$ cat src/rtl/uart_tx_feeder.sv
// uart_tx_feeder: byte FIFO that feeds a strobe-started UART transmitter, re-strobing on busy timeout.
// Define UART_TX_FEEDER_OVF_EN to add the sticky overflow flag (ovf) and its clear input (ovf_clr).
module uart_tx_feeder #(
    parameter int DEPTH_LOG2 = 4,
    parameter int BUSY_TMO   = 32
) (
    input  logic                  clk,
    input  logic                  rst,
    input  logic                  wr_en,
    input  logic [7:0]            wr_data,
    output logic                  full,
    output logic                  empty,
    output logic [DEPTH_LOG2:0]   level,
    output logic [7:0]            tx_data,
    output logic                  tx_wr,
    input  logic                  tx_busy,
    output logic                  active
`ifdef UART_TX_FEEDER_OVF_EN
    ,
    output logic                  ovf,
    input  logic                  ovf_clr
`endif
);

    localparam int DEPTH = 1 << DEPTH_LOG2;
    localparam int CNT_W = $clog2(BUSY_TMO + 4);

    localparam logic [DEPTH_LOG2:0]   LVL_ONE = 1;
    localparam logic [DEPTH_LOG2-1:0] PTR_ONE = 1;
    localparam logic [CNT_W-1:0]      CNT_ONE = 1;
    localparam logic [CNT_W-1:0]      STROBE_LAST = CNT_W'(3);
    localparam logic [CNT_W-1:0]      TMO_LAST = CNT_W'(BUSY_TMO - 1);

    typedef enum logic [2:0] {
        S_IDLE,
        S_LOAD,
        S_STROBE,
        S_WAIT_BUSY,
        S_WAIT_DONE
    } state_t;

    state_t                state;
    state_t                state_nxt;
    logic [7:0]            mem [DEPTH];
    logic [DEPTH_LOG2-1:0] wr_ptr;
    logic [DEPTH_LOG2-1:0] rd_ptr;
    logic [CNT_W-1:0]      cnt;
    logic                  push;
    logic                  pop;

    assign full   = (level == (DEPTH_LOG2 + 1)'(DEPTH));
    assign empty  = (level == '0);
    assign push   = wr_en && !full;
    assign pop    = (state == S_LOAD) && !empty;
    assign active = (state != S_IDLE);
    assign tx_wr  = (state == S_STROBE);

    always_ff @(posedge clk) begin
        if (push) begin
            mem[wr_ptr] <= wr_data;
        end
    end

    always_ff @(posedge clk) begin
        if (rst) begin
            wr_ptr  <= '0;
            rd_ptr  <= '0;
            level   <= '0;
            tx_data <= 8'h00;
        end else begin
            if (push) begin
                wr_ptr <= wr_ptr + PTR_ONE;
            end
            if (pop) begin
                rd_ptr  <= rd_ptr + PTR_ONE;
                tx_data <= mem[rd_ptr];
            end
            if (push && !pop) begin
                level <= level + LVL_ONE;
            end else if (pop && !push) begin
                level <= level - LVL_ONE;
            end
        end
    end

    // One shared counter times both the strobe width and the busy timeout; it restarts on every state change.
    always_ff @(posedge clk) begin
        if (rst) begin
            state <= S_IDLE;
            cnt   <= '0;
        end else begin
            state <= state_nxt;
            if (state_nxt != state) begin
                cnt <= '0;
            end else begin
                cnt <= cnt + CNT_ONE;
            end
        end
    end

    always_comb begin
        state_nxt = state;
        unique case (state)
            S_IDLE: begin
                if (!empty && !tx_busy) begin
                    state_nxt = S_LOAD;
                end
            end
            S_LOAD: begin
                state_nxt = S_STROBE;
            end
            S_STROBE: begin
                if (cnt == STROBE_LAST) begin
                    state_nxt = S_WAIT_BUSY;
                end
            end
            S_WAIT_BUSY: begin
                if (tx_busy) begin
                    state_nxt = S_WAIT_DONE;
                end else if (cnt == TMO_LAST) begin
                    state_nxt = S_STROBE;
                end
            end
            S_WAIT_DONE: begin
                if (!tx_busy) begin
                    state_nxt = S_IDLE;
                end
            end
            default: begin
                state_nxt = S_IDLE;
            end
        endcase
    end

`ifdef UART_TX_FEEDER_OVF_EN
    // A dropped push in the same cycle as a clear keeps the flag set.
    always_ff @(posedge clk) begin
        if (rst) begin
            ovf <= 1'b0;
        end else if (wr_en && full) begin
            ovf <= 1'b1;
        end else if (ovf_clr) begin
            ovf <= 1'b0;
        end
    end
`endif

endmodule
$ cat config.mk
export PLATFORM = sky130hd
export DESIGN_NAME = uart_tx_feeder
export DESIGN_NICKNAME = d
export VERILOG_FILES = /design/src/rtl/uart_tx_feeder.sv
export SDC_FILE = /design/constraint.sdc
export NUM_CORES = 1
export LEC_CHECK = 0
export CAP_MARGIN = 20
export CORE_ASPECT_RATIO = 0.5
export CORE_MARGIN = 2
export CORE_UTILIZATION = 43
export CTS_CLUSTER_DIAMETER = 30
export DETAILED_ROUTE_END_ITERATION = 7
export PLACE_DENSITY = 0.64
export RECOVER_POWER = 50
export REMOVE_ABC_BUFFERS = 1
export SLEW_MARGIN = 20
export SYNTH_ARGS = -nofsm -noshare
export SYNTH_HDL_FRONTEND = slang
export SYNTH_SLANG_ARGS = --single-unit
$ cat constraint.sdc
create_clock -name clk -period 6.3 [get_ports clk]
set_input_delay 0.945 -clock clk [delete_from_list [all_inputs] [get_ports clk]]
set_output_delay 0.945 -clock clk [all_outputs]
set_load 0.02 [all_outputs]
Yosys cells after proc, flatten, opt, wreduce, memory -nomap -nowiden
Memory sizes are Yosys's and may differ from the RTL's. A register that Yosys moved wholly into a read port is not among the register bits. Cells that the tools add are included.

Memory bits (writable): 128. Bits of input ports: 12. Register bits: 22. Output and inout port bits: 17. Word-level logic and storage cells: 44. Memories: 1.

Memories: mem (words 16, bits a word 8, read ports 1, clocked after Yosys merged registers in 1, write ports 1, line 44) `logic [7:0] mem [DEPTH];`.

Equal/unequal tests: 8. Reduce and logical (&&, ||, !) cells: 15. Add/subtract/negate cells: 5. Mux-type cells: 10.

Operator list (number): $mux W3 (5); $pmux W3 S5 (1); $mux W5 (2); $add A4 B1 Y4 const B (2); $add A6 B1 Y6 const B (1); $eq A3 B2 Y1 const B (2); $eq A6 B2 Y1 const B (1); $eq A6 B5 Y1 const B (1); $add A5 B1 Y5 const B (1); $eq A5 B5 Y1 const B (1); $logic_and A1 B1 Y1 (5); $logic_not A1 Y1 (5); $logic_not A5 Y1 (1); $sub A5 B1 Y5 const B (1); $eq A3 B1 Y1 const B (1); $eq A3 B3 Y1 const B (1); $logic_not A3 Y1 (1); $ne A3 B3 Y1 (1); $reduce_bool A3 Y1 (1); $mux W1 (2); $reduce_bool A2 Y1 (1); $reduce_or A2 Y1 (1).

Logic depth before layout (Yosys ltp)
Gate-level depths: netlist of run 1.

Depth in word-level cells: 7. Depth in mapped cells: 12. Mapped depth without buffers: 10.

Least setup slack after synthesis of run 1
OpenSTA, ideal clock, no wires.

Kind: input port to flip-flop. From: input wr_en. To: register level[4]. Data required time: 6179 ps. Setup slack: 3293 ps. Data arrival time: 2887 ps. Cell stages on the path: 8. Buffers on the path: 0. Library setup time: 121 ps. Path through: a21boi_1 ha_1 inv_1 fa_1 a21o_1 a21oi_1 mux2i_1 mux2_2.

Cells in the longest elaborated chain, start to end: 4. Elaborated cells on any way between the ends: 6. Those cells by class: mux (1); reduce/logical (5).

RTL lines: start: declaration (line 9) `input logic wr_en,`; $logic_and A1 B1 Y1 (*) (line 53) `assign push = wr_en && !full;`; $logic_not A1 Y1 (line 80) `end else if (pop && !push) begin`; $logic_and A1 B1 Y1 (line 80); $reduce_bool A2 Y1 (no source line); end signal: assignment (line 79) `level <= level + LVL_ONE;`; end signal: assignment (line 81) `level <= level - LVL_ONE;`; end: declaration (line 13) `output logic [DEPTH_LOG2:0] level,`.

Mark *: on every way between the ends. The rest lies on a longest branch, timed or not. A chain may end at the register's enable or synchronous reset.

Worst setup path after layout of run 1
From: input wr_en. To: register level[4].

Cells in the longest elaborated chain, start to end: 4. Elaborated cells on any way between the ends: 6. Those cells by class: mux (1); reduce/logical (5).

RTL lines: $logic_and A1 B1 Y1 (*) (line 53); net push (line 48) `logic push;`; $logic_not A1 Y1 (line 80); $logic_and A1 B1 Y1 (line 80); $reduce_bool A2 Y1 (no source line).

The timed path passes the listed nets; every way through them passes the cells marked *.

==> metrics.txt, run 1 <==
outcome finished, final reports clean; DIE WIDTH 177 um; Critical-path top delay cell a21boi_1; Syn Area/Cell 17.0 um^2; HP Class reg2reg; Startpoint Class primary input; Nets 432; worst-margin pin slew 1.29 ns; average wire per standard cell 20.0 um; fmax 0.290 GHz; NetSw 0.000734 W; row cnt 31; CTS Buf Count 17; Die Area 0.0160 mm^2; DRC 0; Gate Count Post-Synth 380; later-pin clock latency in the skew report 0.42 ns; largest net degree at the start of global routing 35; RSZ-0062 raised after global routing no; Final Max Slew Viols 0; placed inst area 0.00689 mm^2; # diodes 0; Post-CTS Hold Buffers 0; Final Hold Violating Endpoints 0; sequential fraction of the synthesis area 69.0%; sw frac 26.1%; GRT Util Overall 16.8%; ANT nets after route 0; 1st-iter DRT viols 380; Cell variety after synth 46; yosys warns 0; CP Class in2reg; Reg power frac 44.2%; postcts setup bufs 0; Max H-tree Level 4; fin crit period 3.45 ns; layout cell share with drive strength beyond 1 18.0%; Critical Path Fanout Max 6; Arrival @ worst endpoint 3.75 ns; synthesized area 0.00644 mm^2; family with the most delay on the worst path compound AO/OA/AOI/OAI gates; synthesized flop and latch total 158; Final Skew 0.0116 ns; initial core utilization 44.3%; Post-synth top flop edfxtp_1; fin area 0.00754 mm^2; crit-path max cell delay 0.59 ns; Worst Setup End Kind register; clk buf depth 2; Area growth, synth to finish 17.0%; DR vias/cell 5.45; VDD IR max 220 uV; antenna violations before repair 0; Routed WL 12.4 mm; final setup fails 0; IO Pins 29; Clock Sinks 158; global-route wire length before repair 19.5 mm; Power Dens Cells 373 mW/mm^2; P_int 0.00208 W; Buf/Inv on CP 2; leak pwr 2.43 nW; HPWL after DPL 7.57 mm; I/O Buffers 28; clock power share 39.0%; final core occ 51.8%; Core Region 0.0145 mm^2; routability-driven placement congestion ratio 0.760; Logic pwr share 16.7%; most common cell after layout, fill and taps aside edfxtp_1; setup TNS 0 ns; post_cts resized 0; drt first pass iters 5; grt ovf 0; via count 3,381; most frequent cells in the layout edfxtp_1 (128), nor2_1 (35), mux4_2 (32); fin crit share 54.7%; worst path required time 6.60 ns; chip height 90.6 um; total power 0.00281 W; root buf cell clkbuf_16; CTS tree yes; Async S/R FF share, synth 0%; MaxCap Viol Count 0; EDFF count, synth 128; slew margin rel. 14.2%; vias in the first global route 3,337; CTS clk-pin slew, worst paths 0.06 ns; crit-path cells clkdlybuf4s50_1 > a21boi_1 > ha_1 > inv_1 > fa_1 > a21o_1 > a21oi_1 > mux2i_1 > mux2_2
==> synthesized netlist by cell type (2+ instances only) <==
master	n	area, um^2
a21o_1	2	15.0
a21oi_1	9	45.0
a311oi_1	2	17.5
a31oi_1	3	18.8
and3b_1	4	35.0
buf_2	6	30.0
buf_6	3	33.8
clkbuf_1	11	41.3
dfxtp_1	30	601
edfxtp_1	128	3840
ha_1	10	125
inv_1	6	22.5
mux2i_1	16	160
mux4_2	32	721
nand2_1	9	33.8
nand2b_1	3	18.8
nand3_1	4	20.0
nand3b_1	8	60.1
nor2_1	35	131
nor3_1	11	55.1
nor3b_1	2	15.0
o211ai_1	2	15.0
o21ai_0	3	15.0
o221ai_1	6	52.6
or3_1	3	18.8
or4_1	2	15.0
xnor2_1	5	43.8
xor2_1	7	61.3
==> layout make-up <==
class                   instances  area [um^2]
clock inverters                15          210
flip-flops and latches        158         4450
well taps                     198          248
inverters                       7         26.3
fillers                      1174         7010
repair buffers                 33          314
clock buffers                  17          425
multi-input cells             192         1870
==> stage by stage <==
stage	cells	hold WS (ns)	worst slack, ns
6_report	620	0.458	2.85
2_1_floorplan	357	0.432	3.29
3_5_place_dp	588	0.455	2.46
4_1_cts	620	0.464	2.90
3_3_place_gp	588	0.452	2.52
5_1_grt	620	0.487	2.74
==> flip-flops by register name (all words and copies together) (netlist names) <==
| signal | cells |
|---|---|
| mem | 128 |
| tx_data | 8 |
| cnt | 6 |
| level | 5 |
| rd_ptr | 4 |
| wr_ptr | 4 |
| state | 3 |
==> power by group through the flow <==
stage          combinational [W]  clock [W]  sequential (W)
2_1_floorplan           0.000271          0         0.00130
3_3_place_gp            0.000467          0         0.00126
3_5_place_dp            0.000475          0         0.00127
4_1_cts                 0.000476    0.00111         0.00124
5_1_grt                 0.000516    0.00116         0.00125
6_report                0.000469    0.00110         0.00124
==> routing by layer <==
metal	routed length, um	GRT usage (%)	up-vias
met5	0	0	-
met1	5710	24.4	1713
met2	5700	24.7	114
li1	-	-	1543
met4	106	4.75	0
met3	901	4.80	11
==> final timing paths <==
| path | depth (start not counted) | endpoint | slack, ns | startpoint |
|---|---|---|---|---|
| setup / recovery | 9 | level[4]$_SDFFE_PP0P_ | 2.85 | wr_en |
| hold reg to reg | 1 | cnt[0]$_SDFF_PP0_ | 0.46 | cnt[0]$_SDFF_PP0_ |
| hold / removal | 1 | cnt[0]$_SDFF_PP0_ | 0.46 | cnt[0]$_SDFF_PP0_ |
| setup reg to reg | 10 | level[4]$_SDFFE_PP0P_ | 3.27 | state[0]$_SDFF_PP0_ |
==> cells by family after synthesis <==
| group | share of synthesized area [%] |
|---|---|
| DFF | 69.0 |
| and+or+nand+nor | 6.97 |
| muxes | 13.8 |
| AOI/OAI and AO/OA | 4.04 |
| buffers and inverters | 2.29 |
| xor gates and xnor gates | 1.63 |
| adders and majority gates | 2.25 |
Note: power is estimated with default switching activity, not from simulation.
==> inputs of run 2 (changes only) <==
- PLACE_DENSITY: 0.64 -> 0.66
- clock period: 6.3 -> 2.82 ns (I/O delays scaled with it)
==> metrics.txt, run 2 (synthesis gave the netlist of run 1 again) <==
grt ovf 0; post_cts resized 0; GRT Util Overall 16.7%; fin crit period 2.70 ns; Buf/Inv on CP 2; Worst Setup End Kind output port; family with the most delay on the worst path buffers and inverters; antenna violations before repair 0; sw frac 27.0%; NetSw 0.00165 W; largest net degree at the start of global routing 24; postcts setup bufs 0; final core occ 52.7%; Core Region 0.0145 mm^2; root buf cell clkbuf_16; Clock Sinks 158; Nets 458; VDD IR max 440 uV; Critical-path top delay cell or4_1; global-route wire length before repair 19.5 mm; DRC 0; crit-path max cell delay 0.64 ns; Final Max Slew Viols 0; clock power share 36.1%; Die Area 0.0160 mm^2; ANT nets after route 0; chip height 90.6 um; most common cell after layout, fill and taps aside edfxtp_1; fin crit share 95.8%; worst-margin pin slew 0.919 ns; CTS Buf Count 17; routability-driven placement congestion ratio 0.764; DR vias/cell 5.28; Area growth, synth to finish 19.0%; HP Class reg2reg; CP Class reg2out; placed inst area 0.00711 mm^2; clk buf depth 2; Post-CTS Hold Buffers 0; outcome finished, final reports clean; Routed WL 12.1 mm; # diodes 0; Final Skew 0.0120 ns; most frequent cells in the layout edfxtp_1 (128), nor2_1 (35), mux4_2 (32); most flop-heavy register mem; crit-path cells buf_4 > or4_1 > nor2_1 > clkdlybuf4s50_1; total power 0.00610 W; fmax 0.370 GHz; Arrival @ worst endpoint 2.28 ns; CTS tree yes; Max H-tree Level 4; I/O Buffers 28; 1st-iter DRT viols 292; drt first pass iters 4; max reg flops 128; final setup fails 0; slew margin rel. 38.5%; fillers 1,173; RSZ-0062 raised after global routing no; biggest regs mem (128), tx_data (8), cnt (6); layout cell share with drive strength beyond 1 21.4%; storage element area 0.00445 mm^2; Reg power frac 45.1%; dpl cells 614; leak pwr 2.52 nW; initial core utilization 44.3%; vias in the first global route 3,428; area of the multi-input gates 0.00185 mm^2; worst slack, placed -0.0111 ns; Non-Filler Instances 646; row cnt 31; CTS clk-pin slew, worst paths 0.06 ns; HPWL after DPL 7.77 mm; P_int 0.00445 W; Startpoint Class register; via count 3,414; average wire per standard cell 18.8 um; IO Pins 29; Logic pwr share 18.8%; Final Hold Violating Endpoints 0; DIE WIDTH 177 um; worst path required time 2.40 ns; Power Dens Cells 795 mW/mm^2; fin area 0.00767 mm^2; final worst slack 0.118 ns; MaxCap Viol Count 0; later-pin clock latency in the skew report 0.42 ns; Critical Path Fanout Max 5
run 2: worst paths after layout:
kind	start	slack (ns)	end	depth (start not counted)
max	level[0]$_SDFFE_PP0P_	0.12	full	4
min	cnt[0]$_SDFF_PP0_	0.47	cnt[0]$_SDFF_PP0_	1
max reg2reg	level[2]$_SDFFE_PP0P_	0.30	level[4]$_SDFFE_PP0P_	9
min reg2reg	cnt[0]$_SDFF_PP0_	0.47	cnt[0]$_SDFF_PP0_	1
run 2: metrics by stage:
step,TNS [ns],hold slack [ns]
2_1_floorplan,0,0.432
3_3_place_gp,0,0.444
3_5_place_dp,-0.0111,0.472
4_1_cts,0,0.481
5_1_grt,0,0.501
6_report,0,0.474
run 2: worst register-to-register path: cells and delay by family, from the launching register on:
family | cells | cell delay [ns]
mux | 2 | 0.56
compound gates | 3 | 0.52
fa+ha+maj | 2 | 0.50
flops | 1 | 0.37
simple gates | 1 | 0.34
buf+inv | 1 | 0.13
run 2: power groups by stage:
stage	sequential (W)	combinational (W)	clock (W)
floorplan	0.00290	0.000606	0
global placement	0.00280	0.00115	0
detailed placement	0.00280	0.00116	0
CTS	0.00275	0.00117	0.00224
global route	0.00276	0.00127	0.00234
finish	0.00275	0.00115	0.00220
run 2: layer usage:
layer	vias up	GRT usage [%]	wire length [um]
met5	-	0	0
met4	0	6.40	154
met3	11	4.88	913
met2	103	25.1	5710
met1	1700	23.0	5330
li1	1600	-	-
run 2: layout make-up:
class                      instances  share of cell area, %
sequential                       158                   58.0
clock buffer                      17                   5.55
clock inverter                    15                   1.94
timing repair buffer              59                   6.82
inverter                           7                  0.343
multi-input combinational        192                   24.1
tap                              198                   3.23
